==> config.mk <==
export PLATFORM = sky130hd
export DESIGN_NAME = sap_boot_loader_flat
export DESIGN_NICKNAME = d
export VERILOG_FILES = /design/src/rtl/sap_boot_loader_pkg.sv /design/src/rtl/sap_boot_loader_if.sv /design/src/rtl/sap_loader_timeout.sv /design/src/rtl/sap_boot_loader.sv /design/src/flat_wrapper.sv
export SDC_FILE = /design/constraint.sdc
export NUM_CORES = 1
export LEC_CHECK = 0
export CAP_MARGIN = 20
export CORE_ASPECT_RATIO = 1.25
export CORE_MARGIN = 2
export CORE_UTILIZATION = 45
export DETAILED_ROUTE_END_ITERATION = 10
export PLACE_DENSITY = 0.74
export SLEW_MARGIN = 20
export SYNTH_ARGS = -nofsm -noshare
export SYNTH_HDL_FRONTEND = slang
export SYNTH_SLANG_ARGS = --single-unit
==> constraint.sdc <==
create_clock -name clk -period 3.1 [get_ports clk]
set_input_delay 0.465 -clock clk [delete_from_list [all_inputs] [get_ports clk]]
set_output_delay 0.465 -clock clk [all_outputs]
set_load 0.02 [all_outputs]
==> src/rtl/sap_boot_loader_pkg.sv <==
// Shared definitions for the SAP boot loader: FSM state encoding,
// frame header byte and the default inter-byte timeout.
package sap_boot_loader_pkg;

    typedef enum logic [3:0] {
        ST_IDLE,
        ST_ADDR,
        ST_COUNT,
        ST_DHI,
        ST_DLO,
        ST_WRITE,
        ST_CKSUM,
        ST_DONE,
        ST_ERR
    } state_e;

    localparam logic [7:0] HDR_BYTE        = 8'hA5;
    localparam int         DEFAULT_TIMEOUT = 1024;

endpackage

==> src/rtl/sap_boot_loader_if.sv <==
// Byte-stream input, RAM write port and CPU status bundle of the boot loader.
// The loader is the slave; the byte source / system side is the master.
interface sap_boot_loader_if #(
    parameter int ADDR_W = 8,
    parameter int DATA_W = 16
);
    logic              in_valid;
    logic [7:0]        in_data;
    logic              in_ready;
    logic              ram_we;
    logic [ADDR_W-1:0] ram_addr;
    logic [DATA_W-1:0] ram_wdata;
    logic              cpu_hold;
    logic              done;
    logic              err;

    modport slave (
        input  in_valid, in_data,
        output in_ready, ram_we, ram_addr, ram_wdata, cpu_hold, done, err
    );

    modport master (
        output in_valid, in_data,
        input  in_ready, ram_we, ram_addr, ram_wdata, cpu_hold, done, err
    );
endinterface

==> src/rtl/sap_loader_timeout.sv <==
// Inter-byte watchdog: reloads to TIMEOUT on clear, counts down while enabled,
// and flags expiry during the enabled cycle that would bring it to zero.
module sap_loader_timeout #(
    parameter int TIMEOUT = 1024
) (
    input  logic clk,
    input  logic rst,
    input  logic clear_i,
    input  logic en_i,
    output logic expired_o
);
    localparam int CW = $clog2(TIMEOUT + 1);

    logic [CW-1:0] cnt_q, cnt_d;

    always_comb begin
        cnt_d = cnt_q;
        if (clear_i)
            cnt_d = CW'(TIMEOUT);
        else if (en_i && cnt_q != '0)
            cnt_d = cnt_q - CW'(1);
    end

    always_ff @(posedge clk or negedge rst) begin
        if (!rst)
            cnt_q <= '0;
        else
            cnt_q <= cnt_d;
    end

    assign expired_o = en_i && (cnt_q == CW'(1));

endmodule

==> src/rtl/sap_boot_loader.sv <==
// Frame-driven RAM loader for the SAP core: parses A5/addr/count/words/cksum
// frames, writes words to RAM and releases the CPU only on a verified frame.
module sap_boot_loader
    import sap_boot_loader_pkg::*;
#(
    parameter int ADDR_W  = 8,
    parameter int DATA_W  = 16,
    parameter int TIMEOUT = DEFAULT_TIMEOUT
) (
    input  logic              clk,
    input  logic              rst,
    sap_boot_loader_if.slave  bus
);
    state_e            state_q, state_d;
    logic [ADDR_W-1:0] addr_q, addr_d;
    logic [DATA_W-1:0] wdata_q, wdata_d;
    logic [7:0]        rem_q, rem_d;
    logic [7:0]        cksum_q, cksum_d;
    logic              we_q, we_d;
    logic              hold_q, hold_d;
    logic              done_q, done_d;
    logic              err_q, err_d;

    logic in_ready, accept, timer_en, expired;

    assign in_ready = (state_q != ST_WRITE);
    assign accept   = bus.in_valid && in_ready;
    assign timer_en = (state_q inside {ST_ADDR, ST_COUNT, ST_DHI, ST_DLO, ST_CKSUM}) && !accept;

    sap_loader_timeout #(.TIMEOUT(TIMEOUT)) u_timeout (
        .clk       (clk),
        .rst       (rst),
        .clear_i   (!timer_en),
        .en_i      (timer_en),
        .expired_o (expired)
    );

    always_comb begin
        state_d = state_q;
        addr_d  = addr_q;
        wdata_d = wdata_q;
        rem_d   = rem_q;
        cksum_d = cksum_q;
        we_d    = 1'b0;
        hold_d  = hold_q;
        done_d  = done_q;
        err_d   = err_q;
        case (state_q)
            // A new header restarts the CPU even if the previous load succeeded.
            ST_IDLE, ST_DONE, ST_ERR: if (accept && bus.in_data == HDR_BYTE) begin
                cksum_d = '0;
                hold_d  = 1'b1;
                done_d  = 1'b0;
                err_d   = 1'b0;
                state_d = ST_ADDR;
            end
            ST_ADDR: if (accept) begin
                addr_d  = ADDR_W'(bus.in_data);
                cksum_d = cksum_q ^ bus.in_data;
                state_d = ST_COUNT;
            end
            ST_COUNT: if (accept) begin
                rem_d   = bus.in_data;
                cksum_d = cksum_q ^ bus.in_data;
                state_d = (bus.in_data == 8'd0) ? ST_CKSUM : ST_DHI;
            end
            ST_DHI: if (accept) begin
                wdata_d[DATA_W-1:DATA_W-8] = bus.in_data;
                cksum_d = cksum_q ^ bus.in_data;
                state_d = ST_DLO;
            end
            ST_DLO: if (accept) begin
                wdata_d[7:0] = bus.in_data;
                cksum_d = cksum_q ^ bus.in_data;
                we_d    = 1'b1;
                state_d = ST_WRITE;
            end
            ST_WRITE: begin
                addr_d  = addr_q + ADDR_W'(1);
                rem_d   = rem_q - 8'd1;
                state_d = (rem_q == 8'd1) ? ST_CKSUM : ST_DHI;
            end
            ST_CKSUM: if (accept) begin
                if (bus.in_data == cksum_q) begin
                    hold_d  = 1'b0;
                    done_d  = 1'b1;
                    state_d = ST_DONE;
                end else begin
                    err_d   = 1'b1;
                    state_d = ST_ERR;
                end
            end
            default: state_d = ST_IDLE;
        endcase
        if (expired) begin
            state_d = ST_ERR;
            hold_d  = 1'b1;
            done_d  = 1'b0;
            err_d   = 1'b1;
        end
    end

    always_ff @(posedge clk or negedge rst) begin
        if (!rst) begin
            state_q <= ST_IDLE;
            addr_q  <= '0;
            wdata_q <= '0;
            rem_q   <= '0;
            cksum_q <= '0;
            we_q    <= 1'b0;
            hold_q  <= 1'b1;
            done_q  <= 1'b0;
            err_q   <= 1'b0;
        end else begin
            state_q <= state_d;
            addr_q  <= addr_d;
            wdata_q <= wdata_d;
            rem_q   <= rem_d;
            cksum_q <= cksum_d;
            we_q    <= we_d;
            hold_q  <= hold_d;
            done_q  <= done_d;
            err_q   <= err_d;
        end
    end

    assign bus.in_ready  = in_ready;
    assign bus.ram_we    = we_q;
    assign bus.ram_addr  = addr_q;
    assign bus.ram_wdata = wdata_q;
    assign bus.cpu_hold  = hold_q;
    assign bus.done      = done_q;
    assign bus.err       = err_q;

endmodule

==> src/flat_wrapper.sv <==
// flat-port wrapper written by rule: the top's interface ports become plain ports
module sap_boot_loader_flat import sap_boot_loader_pkg::*;
#(
    parameter int ADDR_W  = 8,
    parameter int DATA_W  = 16,
    parameter int TIMEOUT = DEFAULT_TIMEOUT
)
  (clk, rst, bus_in_valid, bus_in_data, bus_in_ready, bus_ram_we, bus_ram_addr, bus_ram_wdata, bus_cpu_hold, bus_done, bus_err);
  sap_boot_loader_if #(.ADDR_W(ADDR_W), .DATA_W(DATA_W)) bus_i ();
  input  logic clk;
  input  logic rst;
  input wire logic [$bits(bus_i.in_valid)-1:0] bus_in_valid;
  input wire logic [$bits(bus_i.in_data)-1:0] bus_in_data;
  output wire logic [$bits(bus_i.in_ready)-1:0] bus_in_ready;
  output wire logic [$bits(bus_i.ram_we)-1:0] bus_ram_we;
  output wire logic [$bits(bus_i.ram_addr)-1:0] bus_ram_addr;
  output wire logic [$bits(bus_i.ram_wdata)-1:0] bus_ram_wdata;
  output wire logic [$bits(bus_i.cpu_hold)-1:0] bus_cpu_hold;
  output wire logic [$bits(bus_i.done)-1:0] bus_done;
  output wire logic [$bits(bus_i.err)-1:0] bus_err;
  assign bus_i.in_valid = bus_in_valid;
  assign bus_i.in_data = bus_in_data;
  assign bus_in_ready = bus_i.in_ready;
  assign bus_ram_we = bus_i.ram_we;
  assign bus_ram_addr = bus_i.ram_addr;
  assign bus_ram_wdata = bus_i.ram_wdata;
  assign bus_cpu_hold = bus_i.cpu_hold;
  assign bus_done = bus_i.done;
  assign bus_err = bus_i.err;
  sap_boot_loader #(.ADDR_W(ADDR_W), .DATA_W(DATA_W), .TIMEOUT(TIMEOUT)) u_core (.clk(clk), .rst(rst), .bus(bus_i));
endmodule
==> results.json, run 1 <==
{
  "min_path_type": "in2async",
  "final_cells": 455,
  "layout_min_cycle_time_ns": 2.65,
  "die-width_um": 79.7,
  "hold_violations": 0,
  "via_per_inst": 5.87,
  "cp_max_fo": 13,
  "grt.total_usage": 0.202,
  "ant_nets": 0,
  "crit_type": "reg2out",
  "period_share": 0.855,
  "drc": 0,
  "cts_max_level": 3,
  "layout-drive-gt1-share": 0.142,
  "totalWireLength_um": 7440,
  "worstPathArrival_ns": 2.18,
  "synth_area_leaders": "dfrtp_1 45%, mux2_2 5.9%, nor2_1 4.0%",
  "chipHeight_um": 98.7,
  "clock.fmax_mhz": 377,
  "hold_buffers": 0,
  "fillers": 611,
  "vias": 2672,
  "start_util": 0.465,
  "setup_viol": 0,
  "synth_edf_count": 0,
  "status": "completed",
  "seqCellArea_um2": 1480,
  "portBuffers": 39,
  "ys_ff_latch": 59,
  "syn-num-nets": 340,
  "end_kind": "primary output",
  "synth_most_common_cell": "dfrtp_1",
  "max_cap_viol_count": 0,
  "ios": 40,
  "multi_input_area_um2": 1600,
  "slew_headroom": 0.430,
  "grt_max_degree": 39,
  "cts_resized": 0,
  "synthDistinctLibCells": 60,
  "cp-start-kind": "register",
  "ir_drop_mv": 0.470,
  "clockBufferDepth": 2,
  "cp.required_ns": 2.63,
  "clk_latency_ns": 0.35,
  "seq_area_frac_synth": 0.458,
  "post_cts_buffers": 0,
  "synth_top_area_share": 0.450,
  "grt_pass1_wl_um": 12300,
  "p_leak_nw": 1.65,
  "yosys.area_share.simple": 0.189,
  "first_pass_iters": 5,
  "globalRoute.totalOverflow": 0,
  "die_area_um2": 7870,
  "grt_pass1_vias": 2562,
  "cts.sinks": 59,
  "synth_top_family_by_area": "simple AND/OR/NAND/NOR gates",
  "synth_compound_area_frac": 0.181,
  "diodes": 0,
  "yosysTopAreaCell": "dfrtp_1",
  "syn_inst": 323,
  "rows": 34,
  "ys_async_sr_fraction": 1.00,
  "cts_tree": "built",
  "synthTopCellsByCount": "58 x dfrtp_1, 34 x nor2_1, 22 x o21ai_0, 17 x mux2_2, 15 x nand2_1",
  "dpl.cell_count": 439,
  "gp_congestion": 0.819,
  "rsz0062_at_grt": "false",
  "slew_violations": 0,
  "power_density_nw_per_um2": 1080,
  "root_buffer": "clkbuf_8",
  "total_power_mw": 4.18,
  "clock-skew-final_ns": 0.00582,
  "hold_ws_ns": 0.222,
  "wl_per_cell_um": 16.3,
  "muxShareOfSynthArea": 0.0625,
  "final_util": 0.559,
  "nets": 377,
  "antenna_found_initial": 0,
  "ys.flop_type": "dfrtp_1",
  "netlist_area_um2": 3230,
  "synth-xor-area-share": 0.0407,
  "drtIter0Drc": 273,
  "area_delta_synth_final_pct": 20.2,
  "finalSetupTns_ns": 0,
  "syn_avg_cell_area_um2": 9.99,
  "cts_buffers": 9,
  "core_area_um2": 6930,
  "yosys_warnings": 0,
  "worstMarginPinSlew_ns": 0.855,
  "clk_pin_slew_worst_paths_ns": 0.07,
  "hpwlAfterDp_um": 5150,
  "synthAdderAreaFrac": 0.0233
}
metrics by stage:
step	instance area [um^2]	setup slack, ns
global placement	3670	0.573
detailed placement	3670	0.548
finish	3880	0.451
floorplan	3230	1.20
CTS	3880	0.438
global route	3880	0.311
registers in the layout, summed over array words and instances (netlist names):
signal / flops
u_core.bus.err: 1
u_core.bus.ram_we: 1
u_core.rem_q: 8
u_core.bus.ram_addr: 8
u_core.state_q: 4
u_core.bus.done: 1
u_core.cksum_q: 8
u_core.bus.cpu_hold: 1
u_core.bus.ram_wdata: 16
u_core.u_timeout.cnt_q: 11
path summary, 6_finish.rpt:
kind	startpoint	end	slack (ns)	cells past startpoint
max	u_core.state_q[1]	bus_in_ready	0.45	5
min	rst	u_core.state_q[3]	0.22	1
max reg2reg	u_core.state_q[1]	u_core.state_q[1]	0.86	8
min reg2reg	u_core.bus.ram_wdata[4]	u_core.bus.ram_wdata[4]	0.51	1
max in group asynchronous	rst	u_core.bus.ram_wdata[6]	2.05	2
min in group clk	u_core.bus.ram_wdata[4]	u_core.bus.ram_wdata[4]	0.51	1
cell families (layout without fill, tap and decap cells):
kind of cell | count (synthesis) | after routing
and+or+nand+nor | 111 | 111
AOI/OAI and AO/OA | 82 | 82
DFF | 59 | 59
buffers and inverters | 32 | 74
muxes | 18 | 18
xor gates and xnor gates | 15 | 15
adders and majority gates | 6 | 6
where the power goes:
part	total (mW)	leakage [nW]	internal, mW	switching (mW)
sequential	1.47	0.723	1.12	0.358
clock	0.734	0.106	0.414	0.320
combinational	1.98	0.818	0.951	1.03
final cells by class:
class                      count  share of cell area
tap                           90              0.0291
sequential                    59               0.381
inverter                      12              0.0116
multi-input combinational    232               0.413
clock inverter                 4              0.0126
timing repair buffer          46               0.113
clock buffer                  12              0.0400
worst max-delay path: stages, from the launching register on:
cell and delay, ns:
dfrtp_1 0.57, nand2b_1 0.23, nor2_1 0.06, buf_4 0.18
inv_1 0.15, clkdlybuf4s50_1 0.64
placed cells by master (no fill, tap or decap), drive strengths merged, types with 6 or more instances in the layout:
cell type      count
clkbuf            12
buf                8
clkdlybuf4s50     38
and3               6
nor2              35
a21oi             14
ha                 6
nor3               6
o21ai             22
inv               12
mux2              17
nand3              6
nand2             15
dfrtp             58
nor3b              8
nand4             10
a21o               7
xnor2             10
routing by layer:
layer	global-route usage	part of all wire	wire length [um]	vias to the layer above
li1	-	-	-	1254
met1	0.270	0.44	3300	1320
met2	0.310	0.48	3550	83
met3	0.0522	0.053	395	15
met4	0.0836	0.026	193	0
met5	0	0	0	-
(Power assumes the default switching activity.)
==> run 2: changes to the inputs <==
--- a/config.mk
+++ b/config.mk
@@ -5,7 +5,7 @@
 export SDC_FILE = /design/constraint.sdc
 export NUM_CORES = 1
 export LEC_CHECK = 0
-export CAP_MARGIN = 20
+export CAP_MARGIN = 10
 export CORE_ASPECT_RATIO = 1.25
 export CORE_MARGIN = 2
 export CORE_UTILIZATION = 45
==> results of run 2 <==
Same layout as run 1: the final DEF is identical, and so are final timing and power.
